$ cat src/rtl/mem_port_arbiter.sv
// mem_port_arbiter: shares one single-port RAM between instruction fetch (IF)
// and data access (MEM). One transaction is in flight at a time; MEM has
// priority, and a starvation counter forces an IF grant after STARVE_MAX
// consecutive MEM grants made while IF was waiting.
module mem_port_arbiter #(
  parameter int unsigned RAM_LAT    = 1,
  parameter int unsigned STARVE_MAX = 2
) (
  input  logic        clk,
  input  logic        reset,
  input  logic        if_req,
  input  logic [31:0] if_addr,
  output logic        if_ack,
  output logic [31:0] if_rdata,
  input  logic        mem_req,
  input  logic        mem_we,
  input  logic [31:0] mem_addr,
  input  logic [3:0]  mem_sel,
  input  logic [31:0] mem_wdata,
  output logic        mem_ack,
  output logic [31:0] mem_rdata,
  output logic        ram_ce,
  output logic        ram_we,
  output logic [31:0] ram_addr,
  output logic [3:0]  ram_sel,
  output logic [31:0] ram_wdata,
  input  logic [31:0] ram_rdata,
  output logic        stallreq,
  output logic        busy
);

  localparam logic [2:0] LAT_INIT   = 3'(RAM_LAT);
  localparam logic [2:0] STARVE_LIM = 3'(STARVE_MAX);

  typedef enum logic [1:0] {
    ST_IDLE  = 2'd0,
    ST_ISSUE = 2'd1,
    ST_WAIT  = 2'd2,
    ST_DONE  = 2'd3
  } state_t;

  state_t      state_q, state_d;
  logic        owner_mem_q, owner_mem_d;   // 1: MEM owns the transaction
  logic        cmd_we_q, cmd_we_d;
  logic [2:0]  lat_q, lat_d;
  logic [2:0]  starve_q, starve_d;
  logic        ram_ce_q, ram_ce_d;
  logic        ram_we_q, ram_we_d;
  logic [31:0] ram_addr_q, ram_addr_d;
  logic [3:0]  ram_sel_q, ram_sel_d;
  logic [31:0] ram_wdata_q, ram_wdata_d;
  logic        if_ack_q, if_ack_d;
  logic        mem_ack_q, mem_ack_d;
  logic [31:0] if_rdata_q, if_rdata_d;
  logic [31:0] mem_rdata_q, mem_rdata_d;
  logic        busy_q, busy_d;

  logic        force_if_s;
  logic        grant_mem_s;
  logic        grant_if_s;

  // Arbitration decision on the current-cycle requests (used at IDLE and DONE)
  always_comb begin
    force_if_s  = if_req & (starve_q == STARVE_LIM);
    grant_mem_s = mem_req & ~force_if_s;
    grant_if_s  = ~grant_mem_s & if_req;
  end

  // Next-state and registered-output logic of the transaction sequencer
  always_comb begin
    state_d     = state_q;
    owner_mem_d = owner_mem_q;
    cmd_we_d    = cmd_we_q;
    lat_d       = lat_q;
    starve_d    = starve_q;
    ram_ce_d    = 1'b0;
    ram_we_d    = 1'b0;
    ram_addr_d  = ram_addr_q;
    ram_sel_d   = ram_sel_q;
    ram_wdata_d = ram_wdata_q;
    if_ack_d    = 1'b0;
    mem_ack_d   = 1'b0;
    if_rdata_d  = if_rdata_q;
    mem_rdata_d = mem_rdata_q;

    case (state_q)
      ST_IDLE, ST_DONE: begin
        if (grant_mem_s) begin
          owner_mem_d = 1'b1;
          cmd_we_d    = mem_we;
          ram_ce_d    = 1'b1;
          ram_we_d    = mem_we;
          ram_addr_d  = mem_addr;
          ram_sel_d   = mem_sel;
          ram_wdata_d = mem_wdata;
          // A MEM grant only counts against IF when IF is actually waiting
          if (if_req) begin
            starve_d = starve_q + 3'd1;
          end else begin
            starve_d = 3'd0;
          end
          state_d = ST_ISSUE;
        end else if (grant_if_s) begin
          owner_mem_d = 1'b0;
          cmd_we_d    = 1'b0;
          ram_ce_d    = 1'b1;
          ram_we_d    = 1'b0;
          ram_addr_d  = if_addr;
          ram_sel_d   = 4'b1111;
          ram_wdata_d = 32'h0000_0000;
          starve_d    = 3'd0;
          state_d     = ST_ISSUE;
        end else begin
          starve_d = 3'd0;
          state_d  = ST_IDLE;
        end
      end
      ST_ISSUE: begin
        lat_d   = LAT_INIT;
        state_d = ST_WAIT;
      end
      ST_WAIT: begin
        if (lat_q == 3'd1) begin
          if (owner_mem_q) begin
            mem_ack_d   = 1'b1;
            mem_rdata_d = cmd_we_q ? 32'h0000_0000 : ram_rdata;
          end else begin
            if_ack_d   = 1'b1;
            if_rdata_d = ram_rdata;
          end
          state_d = ST_DONE;
        end else begin
          lat_d = lat_q - 3'd1;
        end
      end
      default: begin
        state_d = ST_IDLE;
      end
    endcase

    busy_d = (state_d != ST_IDLE);
  end

  // State and output registers with synchronous active-low reset
  always_ff @(posedge clk) begin
    if (!reset) begin
      state_q     <= ST_IDLE;
      owner_mem_q <= 1'b0;
      cmd_we_q    <= 1'b0;
      lat_q       <= 3'd0;
      starve_q    <= 3'd0;
      ram_ce_q    <= 1'b0;
      ram_we_q    <= 1'b0;
      ram_addr_q  <= 32'h0000_0000;
      ram_sel_q   <= 4'b0000;
      ram_wdata_q <= 32'h0000_0000;
      if_ack_q    <= 1'b0;
      mem_ack_q   <= 1'b0;
      if_rdata_q  <= 32'h0000_0000;
      mem_rdata_q <= 32'h0000_0000;
      busy_q      <= 1'b0;
    end else begin
      state_q     <= state_d;
      owner_mem_q <= owner_mem_d;
      cmd_we_q    <= cmd_we_d;
      lat_q       <= lat_d;
      starve_q    <= starve_d;
      ram_ce_q    <= ram_ce_d;
      ram_we_q    <= ram_we_d;
      ram_addr_q  <= ram_addr_d;
      ram_sel_q   <= ram_sel_d;
      ram_wdata_q <= ram_wdata_d;
      if_ack_q    <= if_ack_d;
      mem_ack_q   <= mem_ack_d;
      if_rdata_q  <= if_rdata_d;
      mem_rdata_q <= mem_rdata_d;
      busy_q      <= busy_d;
    end
  end

  assign ram_ce    = ram_ce_q;
  assign ram_we    = ram_we_q;
  assign ram_addr  = ram_addr_q;
  assign ram_sel   = ram_sel_q;
  assign ram_wdata = ram_wdata_q;
  assign if_ack    = if_ack_q;
  assign if_rdata  = if_rdata_q;
  assign mem_ack   = mem_ack_q;
  assign mem_rdata = mem_rdata_q;
  assign busy      = busy_q;

  // The pipeline stalls while any request is outstanding and not yet acked
  assign stallreq  = (if_req & ~if_ack_q) | (mem_req & ~mem_ack_q);

endmodule

$ cat config.mk
export PLATFORM = sky130hd
export DESIGN_NAME = mem_port_arbiter
export DESIGN_NICKNAME = d
export VERILOG_FILES = /design/src/rtl/mem_port_arbiter.sv
export SDC_FILE = /design/constraint.sdc
export NUM_CORES = 1
export LEC_CHECK = 0
export CAP_MARGIN = 40
export CORE_MARGIN = 2
export CORE_UTILIZATION = 44
export DETAILED_ROUTE_END_ITERATION = 16
export GPL_TIMING_DRIVEN = 0
export PLACE_DENSITY = 0.85
export RECOVER_POWER = 100
export REMOVE_ABC_BUFFERS = 1
export SLEW_MARGIN = 20
export SYNTH_ARGS = -nofsm -noshare
export SYNTH_HDL_FRONTEND = slang
export SYNTH_SLANG_ARGS = --single-unit
$ cat constraint.sdc
create_clock -name clk -period 4.5 [get_ports clk]
set_input_delay 0.45 -clock clk [delete_from_list [all_inputs] [get_ports clk]]
set_output_delay 0.45 -clock clk [all_outputs]
set_load 0.01 [all_outputs]
==> impl_metrics.yaml <==
run:
  drv_cap: 1
clock_tree:
  cts_setup_buffers: 0
  clk_path_buf_depth: 2
  clkSinkCount: 147
  hold_buffers: 0
  numCtsBuffers: 17
  cts_tree: "done"
  clk_pin_slew_worst_paths_ns: 0.06
  cts-resized-gates: 0
  cts.htree.levels: 4
  clk_latency_ns: 0.42
  cts_root_buf: "clkbuf_16"
worst_setup_path:
  crit_slowest_cell: "nor2_1"
  r2r_cells: 6
  cp.required_ns: 4.86
  arrival_ns: 3.76
  worstPathCellList: "dlygate4sd3_1 > and3b_1 > buf_12 > nor2_1 > a22o_1"
  cp-end-kind: "flip-flop"
  worstSetupPathType: "primary input to flip-flop"
  cp-start-kind: "primary input"
  cpPeakStageDelay_ns: 1.65
  crit_fanout: 35
min_path:
  hold_depth: 2
  worstHoldPathType: "flip-flop to flip-flop"
yosys:
  synth_edf_count: 0
  synth_adder_area_share_pct: 1.280
  netlist_area_mm2: 0.005863
  synth_top_family_by_area: "compound AO/OA/AOI/OAI gates"
  synth-async-reset-ratio_pct: 0
  avgSynthCellArea_um2: 9.351
  synth_cell_type_count: 37
  seq_area_frac_synth_pct: 50.19
  synth_xor_xnor_area_share_pct: 0
  ys_ff_latch: 147
  synth.mux.area_fraction_pct: 0
  synth_compound_area_share_pct: 27.38
  synth_cells: 627
  ys.flop_type: "dfxtp_1"
  yosysWarnings: 0
  synthSimpleGateAreaFrac_pct: 14.55
pwr:
  p_per_area_mw_per_mm2: 446.8
  ir_drop_uv: 270.8
  leakagePower_nw: 3.649
cells_and_area:
  fin_util_pct: 70.03
  nets: 1010
  areaGrowthSynthToFinish_pct: 56.91
  final_common_cell: "dfxtp_1"
  n_fill_cell: 1022
  fin_cells: 1056
  mostFrequentLayoutCells: "dfxtp_1 (147), dlygate4sd3_1 (138), clkdlybuf4s50_1 (134), nand2_1 (97), a21boi_0 (67)"
  drive_gt1_share_pct: 5.461
detailed_routing:
  num_vias: 5575
  drt_iter0_drc: 374
  wl_per_cell_um: 16.43
  first_pass_iters: 6
  ant_nets: 0
  totalWireLength_um: 17350
  vias_per_cell: 5.279
  post-route-drc-count: 0
placement:
  routabilityCongestion: 0.7737
  place_inst: 1024
  hpwlAfterDp_um: 11610
  numPortBuffers: 274
global_routing:
  grt_antenna_before_repair: 1
  grtUsageMet3_pct: 8.573
  grt_pass1_vias: 5515
  grt_pass1_wl_um: 27950
  grt_util_met1_pct: 29.86
  met2_usage_pct: 40.34
  grt_max_degree: 69
  grt_util_all_layers_pct: 24.49
  top_usage_layer: "met2"
  overflow: 0
timing:
  grt_setup_unrepaired: "false"
  slew_headroom_pct: -48.97
  setup_viol: 0
  period_needed_ns: 3.405
  slew_violations: 36
  hold-worst-slack_ns: 0.4558
  worst_pin_slew_ns: 2.226
  timing.final.crit_share_pct: 75.67
  tns_ns: 0
  hold_viol_final: 0
  skew_ns: 0.007419
  fmax_mhz: 293.7
run_status:
  violations: "capacitance limit, slew limit"
  status: "finished with violations"
floorplanning:
  ioPinCount: 275
  rows: 42
  dieArea_mm2: 0.01426
  die_x_um: 119.4
  dieHeight_um: 119.4
  core_area_mm2: 0.01314
  initial_core_util_pct: 44.63
[power breakdown]
part           switching (mW)  internal (mW)  leakage, nW
clock network           0.532          0.888        0.285
registers              0.0897           1.49         1.20
logic                   0.544          0.562         2.16
[per-stage QoR]
step           cell area (um^2)  power (mW)  worst slack (ns)
2_1_floorplan              5503       2.132             2.421
3_3_place_gp               8466       2.752           -0.3906
3_5_place_dp               8620       2.804             1.656
4_1_cts                    9218       4.232             1.644
5_1_grt                    9200       4.318            0.8714
6_report                   9200       4.111             1.095
[worst paths after layout]
check	startpoint	endpoint	slack, ns
min	if_rdata[13]	if_rdata[13]	0.46
min reg2reg	if_rdata[13]	if_rdata[13]	0.46
max reg2reg	starve_q[0]	ram_wdata[22]	1.23
max	if_req	ram_wdata[22]	1.10
[area by class of cell]
| type | instances | area (um^2) | area share [%] |
|---|---|---|---|
| Antenna cell | 1 | 2.502 | 0.02720 |
| Clock buffer | 24 | 501.7 | 5.454 |
| Clock inverter | 7 | 96.34 | 1.047 |
| Inverter | 7 | 26.28 | 0.2856 |
| Multi-Input combinational cell | 412 | 2524 | 27.43 |
| Sequential cell | 147 | 2943 | 31.99 |
| Tap cell | 176 | 220.2 | 2.394 |
| Timing Repair Buffer | 282 | 2887 | 31.37 |
[registers in the layout (all words and copies together) (netlist names)]
name,count
if_rdata,32
mem_rdata,32
ram_addr,32
ram_wdata,32
ram_sel,4
lat_q,3
starve_q,3
state_q,2
busy,1
cmd_we_q,1
if_ack,1
mem_ack,1
owner_mem_q,1
ram_ce,1
ram_we,1
[Yosys cell counts, types with 2 or more instances]
cell | count | area [um^2]
a21oi_1 | 33 | 165.2
buf_2 | 18 | 90.09
clkbuf_1 | 23 | 86.33
a21boi_1 | 62 | 465.5
nor2_1 | 2 | 7.510
ha_1 | 6 | 75.07
nor3_1 | 2 | 10.01
o221a_2 | 4 | 45.04
buf_4 | 11 | 82.58
nand4b_1 | 2 | 17.52
o21ai_0 | 18 | 90.09
nand3_1 | 2 | 10.01
nor2b_1 | 3 | 18.77
a31oi_1 | 32 | 200.2
inv_1 | 7 | 26.28
a22o_1 | 33 | 289.0
nand2b_1 | 2 | 12.51
nand2_1 | 97 | 364.1
dfxtp_1 | 147 | 2943
nand4bb_1 | 2 | 22.52
buf_6 | 9 | 101.4
and2_1 | 5 | 31.28
and3b_1 | 2 | 17.52
o21a_1 | 5 | 37.54
nand3b_1 | 36 | 270.3
a21boi_0 | 5 | 37.54
o21ai_1 | 49 | 245.2
[worst max-delay path: cells and delay by family]
family | cells | cell delay, ns
AND/OR/NAND/NOR | 2 | 2.04
AO/OA/AOI/OAI | 1 | 0.35
buffers and inverters | 2 | 0.91
[routing by layer]
metal  part of all wire, %  vias to the layer above
li1                      -                     2712
met1                    42                     2598
met2                    47                      239
met3                   8.4                       26
met4                   1.8                        0
met5                     0                        -
[cells by family (layout without fill, tap and decap cells)]
family,count (synthesis),after routing
buffers and inverters,68,320
AND/OR/NAND/NOR,162,162
adder cells (fa/ha/maj),6,6
other,0,1
AO/OA/AOI/OAI,244,244
flip-flops,147,147
Power figures use the tool's default switching activity.
